## config.mk

```make
export PLATFORM = sky130hd
export DESIGN_NAME = mesh_nic
export DESIGN_NICKNAME = d
export VERILOG_FILES = /design/src/rtl/mesh_pkg.sv /design/src/rtl/nic_chan_buf.sv /design/src/rtl/mesh_nic.sv
export SDC_FILE = /design/constraint.sdc
export NUM_CORES = 1
export LEC_CHECK = 0
export ABC_CLOCK_PERIOD_IN_PS = 1320
export CAP_MARGIN = 25
export CORE_MARGIN = 2
export CORE_UTILIZATION = 41
export CTS_CLUSTER_SIZE = 30
export DETAILED_ROUTE_END_ITERATION = 7
export PLACE_DENSITY = 0.77
export SYNTH_ARGS = -nofsm -noshare
export SYNTH_HDL_FRONTEND = slang
export SYNTH_SLANG_ARGS = --single-unit
```

## constraint.sdc

```tcl
create_clock -name clk -period 1.32 [get_ports clk]
set_clock_uncertainty 0.1 [all_clocks]
set_input_delay 0.198 -clock clk [delete_from_list [all_inputs] [get_ports clk]]
set_output_delay 0.198 -clock clk [all_outputs]
set_load 0.05 [all_outputs]
```

## src/rtl/mesh_pkg.sv

```systemverilog
// Shared constants for the mesh NIC: packet width, VC bit position and register map.
package mesh_pkg;

    localparam int DATA_WIDTH   = 64;
    localparam int VC_BIT       = DATA_WIDTH - 1;
    localparam int STAT_CNT_LSB = 16;

    localparam logic [1:0] NIC_IN_DATA  = 2'b00;
    localparam logic [1:0] NIC_IN_STAT  = 2'b01;
    localparam logic [1:0] NIC_OUT_DATA = 2'b10;
    localparam logic [1:0] NIC_OUT_STAT = 2'b11;

endpackage

```

## src/rtl/nic_chan_buf.sv

```systemverilog
// Single-entry packet buffer with a full flag; a write is only taken while empty.
module nic_chan_buf #(
    parameter int WIDTH = 64
) (
    input  logic             clk,
    input  logic             reset,
    input  logic             wr,
    input  logic             rd,
    input  logic [WIDTH-1:0] wr_data,
    output logic [WIDTH-1:0] data,
    output logic             full
);

    // A fill while empty wins over a drain; data is kept after draining so stale reads see it.
    always_ff @(posedge clk or negedge reset) begin
        if (!reset) begin
            data <= '0;
            full <= 1'b0;
        end else if (wr && !full) begin
            data <= wr_data;
            full <= 1'b1;
        end else if (rd) begin
            full <= 1'b0;
        end
    end

endmodule

```

## src/rtl/mesh_nic.sv

```systemverilog
// PE-side network interface for one mesh router: register map, polarity gating, read mux.
// Define NIC_STATS_EN to build saturating tx/rx counters reported in the status registers.
module mesh_nic #(
    parameter int DATA_WIDTH = mesh_pkg::DATA_WIDTH
`ifdef NIC_STATS_EN
    , parameter int CNT_WIDTH = 16
`endif
) (
    input  logic                  clk,
    input  logic                  reset,
    input  logic [1:0]            addr,
    input  logic [DATA_WIDTH-1:0] d_in,
    output logic [DATA_WIDTH-1:0] d_out,
    input  logic                  nicEn,
    input  logic                  nicWrEn,
    input  logic                  net_polarity,
    output logic                  net_so,
    output logic [DATA_WIDTH-1:0] net_do,
    input  logic                  net_ro,
    input  logic                  net_si,
    input  logic [DATA_WIDTH-1:0] net_di,
    output logic                  net_ri
);
    import mesh_pkg::*;

    logic                  rd_strobe;
    logic                  out_wr;
    logic                  in_rd;
    logic                  in_wr;
    logic                  out_full;
    logic                  in_full;
    logic [DATA_WIDTH-1:0] out_buf;
    logic [DATA_WIDTH-1:0] in_buf;
    logic [DATA_WIDTH-1:0] in_stat;
    logic [DATA_WIDTH-1:0] out_stat;

    assign rd_strobe = nicEn & ~nicWrEn;
    assign out_wr    = nicEn & nicWrEn & (addr == NIC_OUT_DATA);
    assign in_rd     = rd_strobe & (addr == NIC_IN_DATA);
    assign in_wr     = net_si & net_ri;

    // A packet may only leave on the cycle whose router polarity matches its VC bit.
    assign net_so = out_full & net_ro & (out_buf[DATA_WIDTH-1] == net_polarity);
    assign net_do = out_full ? out_buf : '0;
    assign net_ri = ~in_full;

    nic_chan_buf #(.WIDTH(DATA_WIDTH)) u_out_buf (
        .clk     (clk),
        .reset   (reset),
        .wr      (out_wr),
        .rd      (net_so),
        .wr_data (d_in),
        .data    (out_buf),
        .full    (out_full)
    );

    nic_chan_buf #(.WIDTH(DATA_WIDTH)) u_in_buf (
        .clk     (clk),
        .reset   (reset),
        .wr      (in_wr),
        .rd      (in_rd),
        .wr_data (net_di),
        .data    (in_buf),
        .full    (in_full)
    );

`ifdef NIC_STATS_EN
    logic [CNT_WIDTH-1:0] tx_cnt;
    logic [CNT_WIDTH-1:0] rx_cnt;

    always_ff @(posedge clk or negedge reset) begin
        if (!reset) begin
            tx_cnt <= '0;
            rx_cnt <= '0;
        end else begin
            if (net_so && (tx_cnt != '1))
                tx_cnt <= tx_cnt + CNT_WIDTH'(1);
            if (in_wr && (rx_cnt != '1))
                rx_cnt <= rx_cnt + CNT_WIDTH'(1);
        end
    end

    always_comb begin
        in_stat  = '0;
        out_stat = '0;
        in_stat[0]  = in_full;
        out_stat[0] = out_full;
        in_stat[STAT_CNT_LSB +: CNT_WIDTH]  = rx_cnt;
        out_stat[STAT_CNT_LSB +: CNT_WIDTH] = tx_cnt;
    end
`else
    always_comb begin
        in_stat  = '0;
        out_stat = '0;
        in_stat[0]  = in_full;
        out_stat[0] = out_full;
    end
`endif

    always_ff @(posedge clk or negedge reset) begin
        if (!reset) begin
            d_out <= '0;
        end else if (rd_strobe) begin
            case (addr)
                NIC_IN_DATA:  d_out <= in_buf;
                NIC_IN_STAT:  d_out <= in_stat;
                NIC_OUT_DATA: d_out <= '0;
                default:      d_out <= out_stat;
            endcase
        end
    end

endmodule

```

[After elaboration in Yosys (flattened, before gate mapping)]
Index checks and enable logic that the tools add are counted.
Storage, ports and cells
  register bits: 194
  output and inout bits: 130
  input bits: 137
Operators by class
  bitwise gates (word level): 9
  reductions and logical operators: 7
  muxes and demuxes: 6
  eq/ne operators: 3
Operator list (number)
  $pmux W64 S3: 1
  $mux W64: 1
  $and A1 B1 Y1: 7
  $mux W1: 4
  $reduce_bool A2 Y1: 2
  $eq A2 B1 Y1 const B: 1
  $eq A2 B2 Y1 const B: 1
  $logic_and A1 B1 Y1: 2
  $logic_not A1 Y1: 2
  $logic_not A2 Y1: 1
  $not A1 Y1: 2
  $eq A1 B1 Y1: 1

[Longest topological paths before layout]
  depth after elaboration: 5
  gate-level depth with buffers: 5
  depth with buffers taken out: 3

[Hierarchy]
From an unflattened synthesis, not the netlist that was laid out.
Unflattened totals
  cell total of the unflattened synthesis: 500
  area total of the unflattened synthesis: 8232.9 um^2
Modules (own cells, without submodules)
  nic_chan_buf: instances 2, area an instance 2730.1 um^2, sequential area each 1626.6 um^2, cells an instance 139
  mesh_nic: instances 1, area an instance 2772.7 um^2, sequential area each 1601.5 um^2, cells an instance 222

[Worst setup path after synthesis]
No wires, ideal clock.
  path kind: flip-flop to output port
  start point: reg u_out_buf.full
  end point: out net_do[23]
  slack: -0.239 ns
  cell stages (with the launch flop): 4
  path buffers: 2
  arrival time: 1.261 ns
  required time: 1.022 ns
  path through: dfrtp_1 > clkbuf_1 > clkbuf_1 > and2_1
Between the ends
  cells in the longest elaborated chain, start to end: 1
Ends and longest elaborated chain
  start: declaration: line nic_chan_buf.sv:11  | output logic full
  start signal: assignment: line nic_chan_buf.sv:18  | full <= 1'b0;
  start signal: assignment: line nic_chan_buf.sv:21  | full <= 1'b1;
  start signal: assignment: line nic_chan_buf.sv:23  | full <= 1'b0;
  $mux W64: line mesh_nic.sv:44  | assign net_do = out_full ? out_buf : '0;
  end: declaration: line mesh_nic.sv:18  | output logic [DATA_WIDTH-1:0] net_do,
No other way between the ends.

[Worst setup path in the final report]
  start point: reg u_out_buf.full
  end point: out net_so
Between the ends
  cells in the longest elaborated chain, start to end: 2
Ends and longest elaborated chain
  $and A1 B1 Y1 (2 in series): line mesh_nic.sv:43  | assign net_so = out_full & net_ro & (out_buf[DATA_WIDTH-1] == net_polarity);
  end: declaration: line mesh_nic.sv:17  | output logic net_so,
No other way between the ends.

==> metrics.md <==
| Metric | Value |
|---|---|
| Seq/Total Area, Yosys | `0.6440` |
| H-tree levels | `4` |
| Post-Synthesis Cell Area | `~7500 um2` |
| Worst skew pair latency | `about 430 ps` |
| 1st-iter DRT viols | `a little under 200` |
| Critical path cell sequence | `buf_12 > and3_2 > buf_12` |
| #FFs+latches synth | `around 190` |
| Final setup viols | `198` |
| Most common cell on crit path | `buf_12` |
| Layout net count | `972` |
| CP arrival | `approximately 1500 ps` |
| Synth cell types | `21` |
| RSZ-0062 raised after global routing | `true` |
| Worst-margin pin slew | `a little under 300 ps` |
| Share of cells above drive strength 1 | `0.4988` |
| Initial antenna violation count | `0` |
| Clk root buf | `clkbuf_16` |
| Crit path capture type | `output pin` |
| VDD IR max | `1.413 mV` |
| First-pass GRT wire length | `36,650 um` |
| ANT cells | `0` |
| Largest net degree at the start of global routing | `58` |
| Hold Crit Class | `in -> async` |
| TritonCTS clock tree | `done` |
| Sink Count | `194` |
| Final Max Tran Viols | `0` |
| Comb pwr share | `0.513` |
| WHS | `112.2 ps` |
| Layout Utilization | `0.7716` |
| Detailed-route via count | `approximately 5,500` |
| Vias/cell | `5.143` |
| Final hold vios | `0` |
| Fmax | `560.5 MHz` |
| Yosys warns | `0` |
| Fin crit share | `1.352` |
| Cell Pwr Density | `2272 nW/um2` |
| Clock transition at path regs | `70 ps` |
| Min setup slack post-route | `-464.0 ps` |
| RD Place Congestion | `~0.84` |
| Clock power frac | `0.172` |
| Syn nets | `635` |
| Cell family with most CP delay | `flip-flops` |
| Synthesized instance count | `~500` |
| Vias in the first global route | `~6,200` |
| CTS max path bufs | `2` |
| Die X | `139.6 um` |
| Fin crit period | `1784 ps` |
| Total length of routed wires | `approximately 24,000 um` |
| Core area | `~18,000 um2` |
| Layout Area Growth over Synthesis | `84.50%` |
| CP startpoint kind | `register` |
| Drt pass-1 iters | `4` |
| Failing checks | `negative setup slack` |
| Max-cap violations | `0` |
| Placed wire-length estimate | `15,380 um` |
| Grt ovf | `0` |
| Worst Setup Slack post-DPL | `-484.0 ps` |
| Slowest stage cell on the critical path | `dfrtp_2` |
| Worst path required time | `roughly 1000 ps` |
| GRT Overall Usage | `0.2462` |
| Mean post-synth cell area | `15.14 um2` |
| Critical path class | `reg -> out` |
| Die height | `about 140 um` |
| Net Sw Power | `around 11,000 uW` |
| IO buf count | `between 200 and 300` |
| Die ar. | `approximately 19,000 um2` |
| CP max FO | `34` |
| Slowest stage delay, CP | `between 400 and 500 ps` |
| WP buf/inv | `2` |
| Flop pwr share | `0.314` |
| Antenna viol nets, final | `0` |
| Pint | `roughly 20,000 uW` |
| # DRC | `0` |
| Leak Pwr | `~0.0065 uW` |
| Status | `complete, but fails checks` |
| Cell Rows | `just under 50` |
| Max_slew headroom | `0.8026` |
| Post-DR wirelength/cell | `around 22 um` |
| Num CTS Buffers | `17` |
| Initial Util | `0.4182` |
| Ports | `267` |
| Switch share | `0.3537` |
## cells by family (layout without fill, tap and decap cells)
group | after synthesis | count (layout) | synth area share
xor+xnor | 1 | 1 | 0.001162
flops | 194 | 194 | 0.6440
mux | 130 | 130 | 0.1940
compound gates | 66 | 66 | 0.07552
simple gates | 71 | 71 | 0.05892
buf+inv | 36 | 386 | 0.02639
## cell usage after synthesis
| cell type | number | area, um2 |
|---|---|---|
| buf_2 | 18 | 90.09 |
| mux2_1 | 49 | 551.8 |
| dfrtp_1 | 194 | 4855 |
| o21ai_0 | 2 | 10.01 |
| buf_6 | 5 | 56.30 |
| nor3_2 | 1 | 10.01 |
| nor2_1 | 1 | 3.750 |
| and2_1 | 64 | 400.4 |
| nor2b_1 | 1 | 6.260 |
| nand2b_1 | 1 | 6.260 |
| clkbuf_1 | 10 | 37.54 |
| mux2_2 | 80 | 900.9 |
| xnor2_1 | 1 | 8.760 |
| nand4_1 | 1 | 6.260 |
| nand3_1 | 1 | 5.000 |
| a22o_1 | 63 | 551.8 |
| o21bai_1 | 1 | 7.510 |
| buf_4 | 1 | 7.510 |
| mux2i_1 | 1 | 10.01 |
| inv_1 | 2 | 7.510 |
| and3_1 | 1 | 6.260 |
## layer usage
metal | wire length [um] | share of wire | track usage
met1 | 9435 | 0.40 | 0.3024
met4 | 803 | 0.034 | 0.09842
met2 | 12360 | 0.52 | 0.4231
met5 | 0 | 0 | 0
met3 | 1281 | 0.054 | 0.05643
## sequential cells by signal, indices dropped and copies added (netlist names)
signal / count
u_in_buf.data: 64
u_in_buf.full: 1
d_out: 64
u_out_buf.data: 64
u_out_buf.full: 1
## power groups by stage
stage / clock (uW) / combinational (uW) / sequential [uW]
after floorplan: 0 / 6900 / 10400
after detailed placement: 0 / 14400 / 9870
after CTS: 5520 / 15900 / 9850
final: 5440 / 16200 / 9940
after global routing: 5810 / 16800 / 10200
after global placement: 0 / 14000 / 9660
## worst reg2reg max path, cell delays in order, from the launching register on
cell,delay [ps]
dfrtp_2,480
nor2_1,140
nand4_1,180
buf_4,190
buf_6,120
buf_12,140
mux2_4,300
## worst paths after layout
check | startpoint | end | slack, ps | depth (start not counted)
min | reset | u_out_buf.data[39] | 110 | 2
min in group clk | net_di[15] | u_in_buf.data[15] | 280 | 2
min reg2reg | u_out_buf.data[0] | u_out_buf.data[0] | 400 | 1
max reg2reg | u_out_buf.full | u_out_buf.data[40] | -440 | 6
max | u_out_buf.full | net_so | -460 | 3
max in group asynchronous | reset | d_out[4] | 440 | 3
## timing repair
item / CTS / global route
gates cloned: 13 / 2
endpoints found under the setup margin: 273 / 288
resized for setup: 83 / 45
hold buffers: 1 / 0
buffers inserted: 35 / 20
hold endpoints to repair: 194 / 0
pin swaps: 1 / 1
## cell type report
cell class / count / area (um2)
inverters: 2 / 10.01
clock buffers: 18 / 429.2
multi-input cells: 268 / 3028
repair buffers: 352 / 5106
well taps: 229 / 286.5
flip-flops and latches: 194 / 4857
clock inverters: 14 / 191.4
fillers: 1043 / 4116
## through the flow
| step | cells | total power [uW] | area, um2 | TNS, ps |
|---|---|---|---|---|
| floorplan | 498 | 17310 | 7836 | -9003 |
| global placement | 984 | 23690 | 12220 | -92630 |
| detailed placement | 984 | 24240 | 12220 | -98860 |
| CTS | 1062 | 31300 | 13700 | -58850 |
| global route | 1077 | 32790 | 13910 | -68240 |
| finish | 1077 | 31610 | 13910 | -57050 |
## cells in the final DEF (no fill, tap or decap)
| master | synthesis | routed |
|---|---|---|
| dfrtp_1 | 194 | 192 |
| buf_12 | 0 | 148 |
| clkdlybuf4s50_1 | 0 | 134 |
| mux2_4 | 0 | 112 |
| a22o_1 | 63 | 63 |
| buf_4 | 1 | 44 |
| and2_4 | 0 | 31 |
| and2_1 | 64 | 24 |
| clkbuf_16 | 0 | 19 |
| mux2_2 | 80 | 16 |
| and2_2 | 0 | 9 |
| buf_16 | 0 | 8 |
| buf_6 | 5 | 7 |
| buf_8 | 0 | 6 |
| inv_6 | 0 | 4 |
| inv_8 | 0 | 3 |
| bufinv_16 | 0 | 3 |
| o21ai_0 | 2 | 2 |
| clkinv_4 | 0 | 2 |
| clkinvlp_4 | 0 | 2 |
| dfrtp_2 | 0 | 2 |
| inv_4 | 0 | 1 |
| xnor2_1 | 1 | 1 |
| and3_2 | 0 | 1 |
| nor2_1 | 1 | 1 |
| nand4_1 | 1 | 1 |
| mux2_1 | 49 | 1 |
| nor2b_4 | 0 | 1 |
| nand2b_4 | 0 | 1 |
| nor3_4 | 0 | 1 |
| mux2i_1 | 1 | 1 |
| nand3_1 | 1 | 1 |
| inv_1 | 2 | 1 |
| o21bai_4 | 0 | 1 |
| clkbuf_1 | 10 | 1 |
| dlygate4sd3_1 | 0 | 1 |
| dlygate4sd2_1 | 0 | 1 |
| clkbuf_8 | 0 | 1 |
No activity file was read; power rests on OpenSTA's default activity.
